[src/rtl/led_driver.sv]
// led_driver: registered RGB driver for four status LEDs, one of which can blink
// between its guess colour and its history colour.
module led_driver #(
    parameter int BLINK_HALF = 25000000,
    parameter int CNT_W      = 25
) (
    input  logic       clk,
    input  logic       rst,
    input  logic       blink_enable,
    input  logic [1:0] blink_led,
    input  logic [2:0] guess_rgb0,
    input  logic [2:0] guess_rgb1,
    input  logic [2:0] guess_rgb2,
    input  logic [2:0] guess_rgb3,
    input  logic [2:0] history_rgb0,
    input  logic [2:0] history_rgb1,
    input  logic [2:0] history_rgb2,
    input  logic [2:0] history_rgb3,
    output logic [2:0] rgb0_out,
    output logic [2:0] rgb1_out,
    output logic [2:0] rgb2_out,
    output logic [2:0] rgb3_out
);
    typedef enum logic {SHOW_GUESS = 1'b0, SHOW_HISTORY = 1'b1} phase_t;

    localparam logic [CNT_W-1:0] LAST = CNT_W'(BLINK_HALF - 1);

    phase_t           phase, phase_nxt;
    logic [CNT_W-1:0] cnt, cnt_nxt;
    logic             wrap;
    logic [3:0][2:0]  guess, history, rgb, rgb_nxt;

    assign guess   = {guess_rgb3, guess_rgb2, guess_rgb1, guess_rgb0};
    assign history = {history_rgb3, history_rgb2, history_rgb1, history_rgb0};
    assign wrap    = cnt == LAST;

    // Disabling clears the counter so every blink starts with a full guess phase.
    always_comb begin
        cnt_nxt   = blink_enable ? (wrap ? '0 : cnt + CNT_W'(1)) : '0;
        phase_nxt = !blink_enable ? SHOW_GUESS : wrap ? phase_t'(~phase) : phase;
        rgb_nxt   = guess;
        for (int n = 0; n < 4; n++)
            rgb_nxt[n] = (blink_enable && blink_led == 2'(n) && phase == SHOW_HISTORY) ? history[n] : guess[n];
    end

    always_ff @(posedge clk) begin
        if (rst) begin
            cnt   <= '0;
            phase <= SHOW_GUESS;
            rgb   <= '0;
        end else begin
            cnt   <= cnt_nxt;
            phase <= phase_nxt;
            rgb   <= rgb_nxt;
        end
    end

    assign rgb0_out = rgb[0];
    assign rgb1_out = rgb[1];
    assign rgb2_out = rgb[2];
    assign rgb3_out = rgb[3];
endmodule

[config.mk]
export PLATFORM = sky130hd
export DESIGN_NAME = led_driver
export DESIGN_NICKNAME = d
export VERILOG_FILES = /design/src/rtl/led_driver.sv
export SDC_FILE = /design/constraint.sdc
export NUM_CORES = 1
export LEC_CHECK = 0
export BUFFER_PORTS_ARGS = -buffer_cell sky130_fd_sc_hd__buf_2
export CORE_AREA = 10 10 77 60
export CTS_BUF_LIST = sky130_fd_sc_hd__clkbuf_8
export DETAILED_ROUTE_END_ITERATION = 16
export DIE_AREA = 0 0 87 70
export PLACE_DENSITY = 0.82
export SLEW_MARGIN = 20
export SYNTH_ARGS = -nofsm -noshare
export SYNTH_HDL_FRONTEND = slang
export SYNTH_SLANG_ARGS = --single-unit
[constraint.sdc]
create_clock -name clk -period 2.9 [get_ports clk]
set_input_delay 0.58 -clock clk [delete_from_list [all_inputs] [get_ports clk]]
set_output_delay 0.58 -clock clk [all_outputs]
set_load 0.005 [all_outputs]
Word-level counts from Yosys, hierarchy flattened
Cells that the tools add are included.
{ "op_classes": {"muxes": 4, "bitwise_logic": 2, "n_eq_ne": 4, "reduce_logical": 11, "add_sub_neg": 1} }
{ "op_table": {"columns": ["cell", "count"], "rows": [
  ["25-bit by 1-bit adder with 25-bit output, second input constant", 1],
  ["25-bit == test, second input constant", 1],
  ["3-bit 2-to-1 mux", 4],
  ["1-bit logical AND", 8],
  ["2-bit == test, second input constant", 2],
  ["3-bit OR reduction", 1],
  ["2-bit by 1-bit == test with 1-bit output, second input constant", 1],
  ["2-bit logical NOT", 1],
  ["1-bit inverter", 2],
  ["2-bit OR reduction", 1]
]} }
{ "totals": {"wordCells": 28, "ff_bits": 38, "out_inout_bits": 12} }

Longest topological paths before layout
Gate-level depths: netlist of the first run.
{ "depth": {"depth_word": 4, "mapped_depth": 6, "depth_no_buf": 5} }

Worst setup path after synthesis of the first run
No wires, ideal clock.
{ "synth_path": {"kind": "register to register", "start": "reg cnt[0]", "end": "reg cnt[18]", "t_arrival_ns": 1.753, "n_path_buf": 1, "setup_slack_ns": 1.077, "stages_incl_launch_ff": 7, "path_cell_list": "dfxtp_1 > ha_1 > nand3_1 > or3_1 > buf_2 > or4_1 > a21oi_1"} }
{ "synth_via": {"elab_chain_cells": 2} }
{ "synth_lines": {"columns": ["element", "line_no", "text"], "rows": [
  ["from (decl)", "29", "logic [CNT_W-1:0] cnt, cnt_nxt;"],
  ["from (signal assigned)", "52", "cnt <= cnt_nxt;"],
  ["parallel branches: the longest is 2 deep, another holds 25-bit by 1-bit adder with 25-bit output", null, null]
]} }
Several ways; the timed one is not identified.
A chain may end at the register's enable or synchronous reset.

Worst setup path in the final report of the first run
{ "layout_path": {"start": "reg cnt[0]", "end": "reg cnt[20]"} }
Same word-level chain as after synthesis.

==> results.md, run 1 <==
- Status: completed
- Layout cell share with drive strength beyond 1: about 26%
- CP cell instances: ha_1 -> nand3_1 -> or3_1 -> or4_1 -> a21oi_1
- Min Clock Period, post-route: slightly above 2 ns
- Critical path capture point type: register
- Comb pwr share: 4.7%
- Leading cell type in the layout, fill and taps excluded: buf_2
- Initial Util: about half
- Overflow after GRT: 0
- Yosys warnings: 0
- Die ar.: around 6000 um2
- IO Count: between 40 and 50
- Area delta synth->final: 21.6%
- Top-area cell type share of the netlist area: a little under half
- Synth area leader: dfxtp_1
- Routability congestion estimate: roughly 0.8
- Detail Placement HPWL: between 2 and 3 mm
- # H-tree levels: 2
- Final Hold Viols: 0
- Reg clk slew, reported paths: roughly 0.080 ns
- Distinct cells, synth: 36
- Hold Slack: 0.480 ns
- Critical path class: register to register
- Routed WL per cell: between 10 and 15 um
- CTS Buffer Depth: 2
- CTS tree: yes
- PwrDens: 551 nW/um2
- Maximum VDD drop: 0.431 mV
- CTS buffer count: 5
- Commonest cells after routing, fill and taps aside: buf_2 (40), dfxtp_1 (38), nor2_1 (29)
- Worst Path Max Fanout: 10
- Largest net degree at the start of global routing: 26
- Power Internal: 0.903 mW
- Critical path arrival: between 2 and 2.5 ns
- Worst setup SP type: register
- Vias in the first global route: roughly 1.3k
- Antenna diode count: 0
- Slowest cell on crit path: or4_1
- Psw: roughly 0.22 mW
- Slew headroom: just under 60%
- Max Transition Viols Final: 0
- CORE AREA: between 3000 and 4000 um2
- DRC: 0
- DRT iter0 DRCs: ~70
- Fin crit share: roughly 70%
- Post-Syn Nets: approximately 210
- Syn Std Cell Area: between 1500 and 2000 um2
- Part of the power in the clock network: a little under half
- Final setup violation count: 0
- Synth top area cells: dfxtp_1 (45%), mux2i_1 (7.2%), nor2_1 (6.5%)
- Drt total wl: 3.68 mm
- Slew @ Worst Pin: roughly 0.63 ns
- Die X: about 87 um
- Drt pass-1 iters: 4
- Routed vias/inst: around 5.4
- Via count: 1415
- CTS sink count: 38
- Gr usage total: between 10% and 20%
- CP max stage delay: a little over 0.5 ns
- HP Class: register to register
- Setup Fix Bufs, Post-CTS: 0
- Skew final: approximately 0.0061 ns
- Reg power frac: a little under half
- Worst EP required: about 3.1 ns
- Post_cts resized: 0
- Final ANT Viol Nets: 0
- Clock latency on the worst-skew pair: about 0.29 ns
- Post-Syn Area per Cell: between 9 and 10 um2
- Cells after Synth: 181
- CTS root buf: clkbuf_8
- Cts hold-fix bufs: 0
- Leakage: approximately 0.79 nW
- Final net count: about 250
- PortBufs: 40
- Antenna violations before repair: 0
- Sw Ratio: between 10% and 20%
- Die H: around 70 um
- FF+latch count, synth: 38
- Number of max-cap violations: 0
- Setup TNS: 0 ns
- Register area share after synthesis: between 40% and 50%
- Fmax achieved: between 400 and 500 MHz
- Total power draw: 1.12 mW
- First-pass GRT wire length: 6.29 mm
- RSZ-0062 raised after global routing: no
- R2R setup slack: ~0.87 ns
- Site Rows: 18
## final cells by class
type	instances	area, um2
clock buffer	5	68.8
clock inverter	3	68.8
fill	286	1230
inverter	4	15.0
multi-input combinational	133	865
sequential	38	761
tap	40	50.0
timing repair buffer	41	208
## cells in the mapped netlist (all sizes together)
| library cell | count |
|---|---|
| o21ai | 3 |
| buf | 4 |
| nand4 | 7 |
| nor2 | 29 |
| nor4b | 1 |
| o311ai | 1 |
| o21ba | 1 |
| nor4bb | 1 |
| inv | 4 |
| o31a | 1 |
| and3 | 3 |
| o31ai | 7 |
| ha | 1 |
| nand2b | 1 |
| nor2b | 1 |
| or3 | 6 |
| or4 | 6 |
| mux2i | 12 |
| dfxtp | 38 |
| xnor2 | 11 |
| nor3 | 5 |
| xor2 | 2 |
| o41ai | 1 |
| a21oi | 9 |
| nand4b | 2 |
| nand2 | 9 |
| clkbuf | 2 |
| nor4 | 5 |
| nand3 | 8 |
## metrics by stage
stage | util (%) | instances | instance area, um2 | setup slack [ns]
6_report | 62.3 | 264 | 2040 | 0.870
5_1_grt | 62.3 | 264 | 2040 | 0.741
4_1_cts | 62.3 | 264 | 2040 | 0.879
3_5_place_dp | 58.1 | 256 | 1900 | 0.921
3_3_place_gp | 58.1 | 256 | 1900 | 0.973
2_1_floorplan | - | 181 | 1670 | 1.08
## sequential cells by signal, indices dropped and copies added, names as in the netlist
signal and flops:
cnt 25, rgb0_out 3, rgb1_out 3, rgb2_out 3
rgb3_out 3, phase 1
## worst max-delay path: cells and delay by family (launching register included)
kind,cells,cell delay [ns]
AND/OR/NAND/NOR,3,1.17
flip-flops,1,0.38
adder cells (fa/ha/maj),1,0.26
AO/OA/AOI/OAI,1,0.16
## kinds of logic after synthesis
logic type,count (synthesis),share of synthesized area [%]
mux,12,7.18
flops,38,45.4
simple gates,84,27.5
xor+xnor,13,6.80
buf+inv,10,2.91
fa+ha+maj,1,0.747
compound gates,23,9.42
## path summary, 6_finish.rpt
| check | start | end | cells after the start |
|---|---|---|---|
| worst max-delay path | cnt[0] | cnt[20] | 5 |
| worst min-delay path | cnt[0] | cnt[0] | 1 |
| worst max register to register | cnt[0] | cnt[20] | 5 |
| worst min register to register | cnt[0] | cnt[0] | 1 |
## power groups by stage
stage | registers (mW) | clock network (mW) | logic (mW)
3_3_place_gp | 0.546 | 0 | 0.0523
2_1_floorplan | 0.548 | 0 | 0.0185
5_1_grt | 0.536 | 0.564 | 0.0599
6_report | 0.534 | 0.535 | 0.0526
4_1_cts | 0.534 | 0.547 | 0.0535
3_5_place_dp | 0.547 | 0 | 0.0531
## metal layers
metal  GRT usage (%)  wire length (um)  vias to the layer above  part of all wire, %
met5               0                 0                        -                    0
met4            4.85                46                        0                  1.2
met3            3.94               140                        4                  3.8
met2            19.7              1800                       21                   49
met1            15.9              1690                      655                   46
li1                -                 -                      735                    -
Note: power is estimated with default switching activity, not from simulation.
==> run 2, diff against run 1 <==
Settings changed: CORE_AREA 10 10 77 60 to 10 10 81 62, DIE_AREA 0 0 87 70 to 0 0 91 72, PLACE_DENSITY 0.82 to 0.78.
Clock period 2.9 ns to 1.8 ns, I/O delays scaled along.
==> results.md, run 2 (same netlist as run 1, synthesis figures left out) <==
- # H-tree levels: 2 (unchanged)
- CP Depth: 7 (was 5)
- Max Transition Viols Final: 0 (unchanged)
- Final net count: 281 (was 253)
- Sw Ratio: 20.6% (was 19.5%)
- IO Count: 41 (unchanged)
- WP buf/inv: 2 (was 0)
- Critical path origin: cnt[0] (unchanged)
- Layout cell share with drive strength beyond 1: 40.1% (was 25.9%)
- PortBufs: 40 (unchanged)
- Routability congestion estimate: 0.857 (was 0.791)
- # fillers: 285 (was 286)
- Power Internal: 1.33 mW (was 0.903 mW)
- R2R cell count: 7 (was 5)
- Die X: 91 um (was 87 um)
- CP max stage delay: 0.41 ns (was 0.51 ns)
- CP cell instances: ha_4 -> nand2_2 -> or3_4 -> o31ai_4 -> buf_6 -> buf_12 -> o21ba_4 (was ha_1 -> nand3_1 -> or3_1 -> or4_1 -> a21oi_1)
- Reg clk slew, reported paths: 0.07 ns (was 0.08 ns)
- First-pass GRT wire length: 6.76 mm (was 6.29 mm)
- Worst Path Max Fanout: 5 (was 10)
- Total power draw: 1.67 mW (was 1.12 mW)
- Critical path arrival: 1.96 ns (was 2.25 ns)
- Final ANT Viol Nets: 0 (unchanged)
- Largest Register: cnt (unchanged)
- Top Family by Delay on Critical Path: simple AND/OR/NAND/NOR gates (unchanged)
- Fmax achieved: 564 MHz (was 493 MHz)
- HP Class: input port to register (was register to register)
- Overflow after GRT: 0 (unchanged)
- Critical R2R Capture: cnt[24] (was cnt[20])
- CTS tree: yes (unchanged)
- Antenna diode count: 0 (unchanged)
- Area delta synth->final: 40.9% (was 21.6%)
- CTS buffer count: 5 (unchanged)
- Setup WS pre-CTS: -0.00871 ns (was 0.921 ns)
- Gr usage total: 12.4% (was 12.7%)
- Routed WL per cell: 14.8 um (was 13.9 um)
- Maximum VDD drop: 0.571 mV (was 0.431 mV)
- RSZ-0062 raised after global routing: yes (was no)
- CTS Buffer Depth: 2 (unchanged)
- Worst reg2reg path startpoint: cnt[0] (unchanged)
- Skew final: 0.00502 ns (was 0.00613 ns)
- Antenna violations before repair: 0 (unchanged)
- Fin crit share: 98.5% (was 70.0%)
- Worst setup SP type: register (unchanged)
- Worst EP required: 1.99 ns (was 3.12 ns)
- Routed vias/inst: 5.33 (was 5.36)
- Final Hold Viols: 0 (unchanged)
- Cts hold-fix bufs: 0 (unchanged)
- CTS sink count: 38 (unchanged)
- Area after DPL: 2110 um2 (was 1900 um2)
- Slew @ Worst Pin: 0.419 ns (was 0.629 ns)
- Die H: 72 um (was 70 um)
- Clock latency on the worst-skew pair: 0.29 ns (about the same)
- Vias in the first global route: 1402 (was 1312)
- Detail Placement HPWL: 3.21 mm (was 2.72 mm)
- Largest net degree at the start of global routing: 21 (was 26)
- DRT iter0 DRCs: 84 (was 68)
- PwrDens: 710 nW/um2 (was 551 nW/um2)
- Drt pass-1 iters: 4 (unchanged)
- Initial Util: 48.3% (was 51.3%)
- Slowest cell on crit path: or3_4 (was or4_1)
- Psw: 0.345 mW (was 0.218 mW)
- R2R setup slack: 0.03 ns (was 0.87 ns)
- Min Clock Period, post-route: 1.77 ns (was 2.03 ns)
- Drt total wl: 4.47 mm (was 3.68 mm)
- Via count: 1611 (was 1415)
- CTS root buf: clkbuf_8 (unchanged)
- Inst Count DP: 290 (was 256)
- DRC: 0 (unchanged)
- Reg power frac: 51.5% (was 47.6%)
- Finished Layout Cells: 302 (was 264)
- Final setup violation count: 0 (unchanged)
- Final Core Density: 68.0% (was 62.3%)
- Leakage: 0.955 nW (was 0.795 nW)
- Die ar.: 6550 um2 (was 6090 um2)
- Critical path capture point type: register (unchanged)
- Site Rows: 18 (unchanged)
- Max FFs per register: 25 (unchanged)
- Part of the power in the clock network: 41.7% (was 47.7%)
- Status: completed (unchanged)
- Fin area: 2360 um2 (was 2040 um2)
- Critical path class: register to register (unchanged)
- Commonest cells after routing, fill and taps aside: buf_2 (40), dfxtp_1 (31), nor2_1 (29) (was buf_2 (40), dfxtp_1 (38), nor2_1 (29))
- Critical Path End: cnt[24] (was cnt[20])
- Comb pwr share: 6.8% (was 4.7%)
- Worst setup margin: 0.0275 ns (was 0.870 ns)
- Leading cell type in the layout, fill and taps excluded: buf_2 (unchanged)
- CORE AREA: 3470 um2 (was 3270 um2)
- Number of max-cap violations: 0 (unchanged)
- Slew headroom: 71.8% (was 57.8%)
==> run 2: worst min-delay path: stages <==
cell and delay [ns]:
buf_2 0.07, mux2i_1 0.05, nor2_1 0.07
==> run 2: timing repair <==
action / 4_1_cts / 5_1_grt
buffers inserted: 0 / 2
resized for setup: 2 / 16
setup endpoints to repair: 3 / 8
gates cloned: 0 / 2
pin swaps: 0 / 3
==> run 2: per-layer routing <==
| layer | GRT usage [%] | part of all wire [%] | up-vias |
|---|---|---|---|
| met5 | 0 | 0 | - |
| met4 | 4.16 | 0.96 | 0 |
| met3 | 3.49 | 6.4 | 5 |
| met2 | 20.8 | 49 | 41 |
| met1 | 15.0 | 44 | 766 |
| li1 | - | - | 799 |
==> run 2: through the flow <==
| stage | TNS (ns) | hold WS, ns |
|---|---|---|
| after floorplan | 0 | 0.430 |
| after global placement | 0 | 0.470 |
| after detailed placement | -0.00871 | 0.475 |
| after CTS | 0 | 0.298 |
| after global routing | -0.0275 | 0.312 |
| final | 0 | 0.298 |
==> run 2: worst min path at each step <==
stage	start	end	slack [ns]	depth (start not counted)
global placement	cnt[22]	cnt[22]	0.47	2
CTS	history_rgb3[1]	rgb3_out[1]	0.30	3
detailed placement	cnt[22]	cnt[22]	0.48	2
global route	history_rgb2[1]	rgb2_out[1]	0.31	3
floorplan	cnt[0]	cnt[0]	0.43	1
finish	history_rgb3[1]	rgb3_out[1]	0.30	3
==> run 2: final cells by class <==
type	instances	area, um2	area share [%]
Inverter	4	15.0	0.637
Clock inverter	3	40.0	1.70
Tap cell	50	62.6	2.65
Clock buffer	5	68.8	2.92
Multi-Input combinational cell	133	933	39.6
Timing Repair Buffer	69	469	19.9
Sequential cell	38	769	32.6
==> run 2: power groups by stage <==
stage | Clock [mW] | Sequential [mW] | Combinational (mW)
3_5_place_dp | 0 | 0.880 | 0.0965
4_1_cts | 0.711 | 0.861 | 0.0977
2_1_floorplan | 0 | 0.884 | 0.0299
5_1_grt | 0.751 | 0.864 | 0.125
6_report | 0.698 | 0.862 | 0.115
3_3_place_gp | 0 | 0.880 | 0.0946
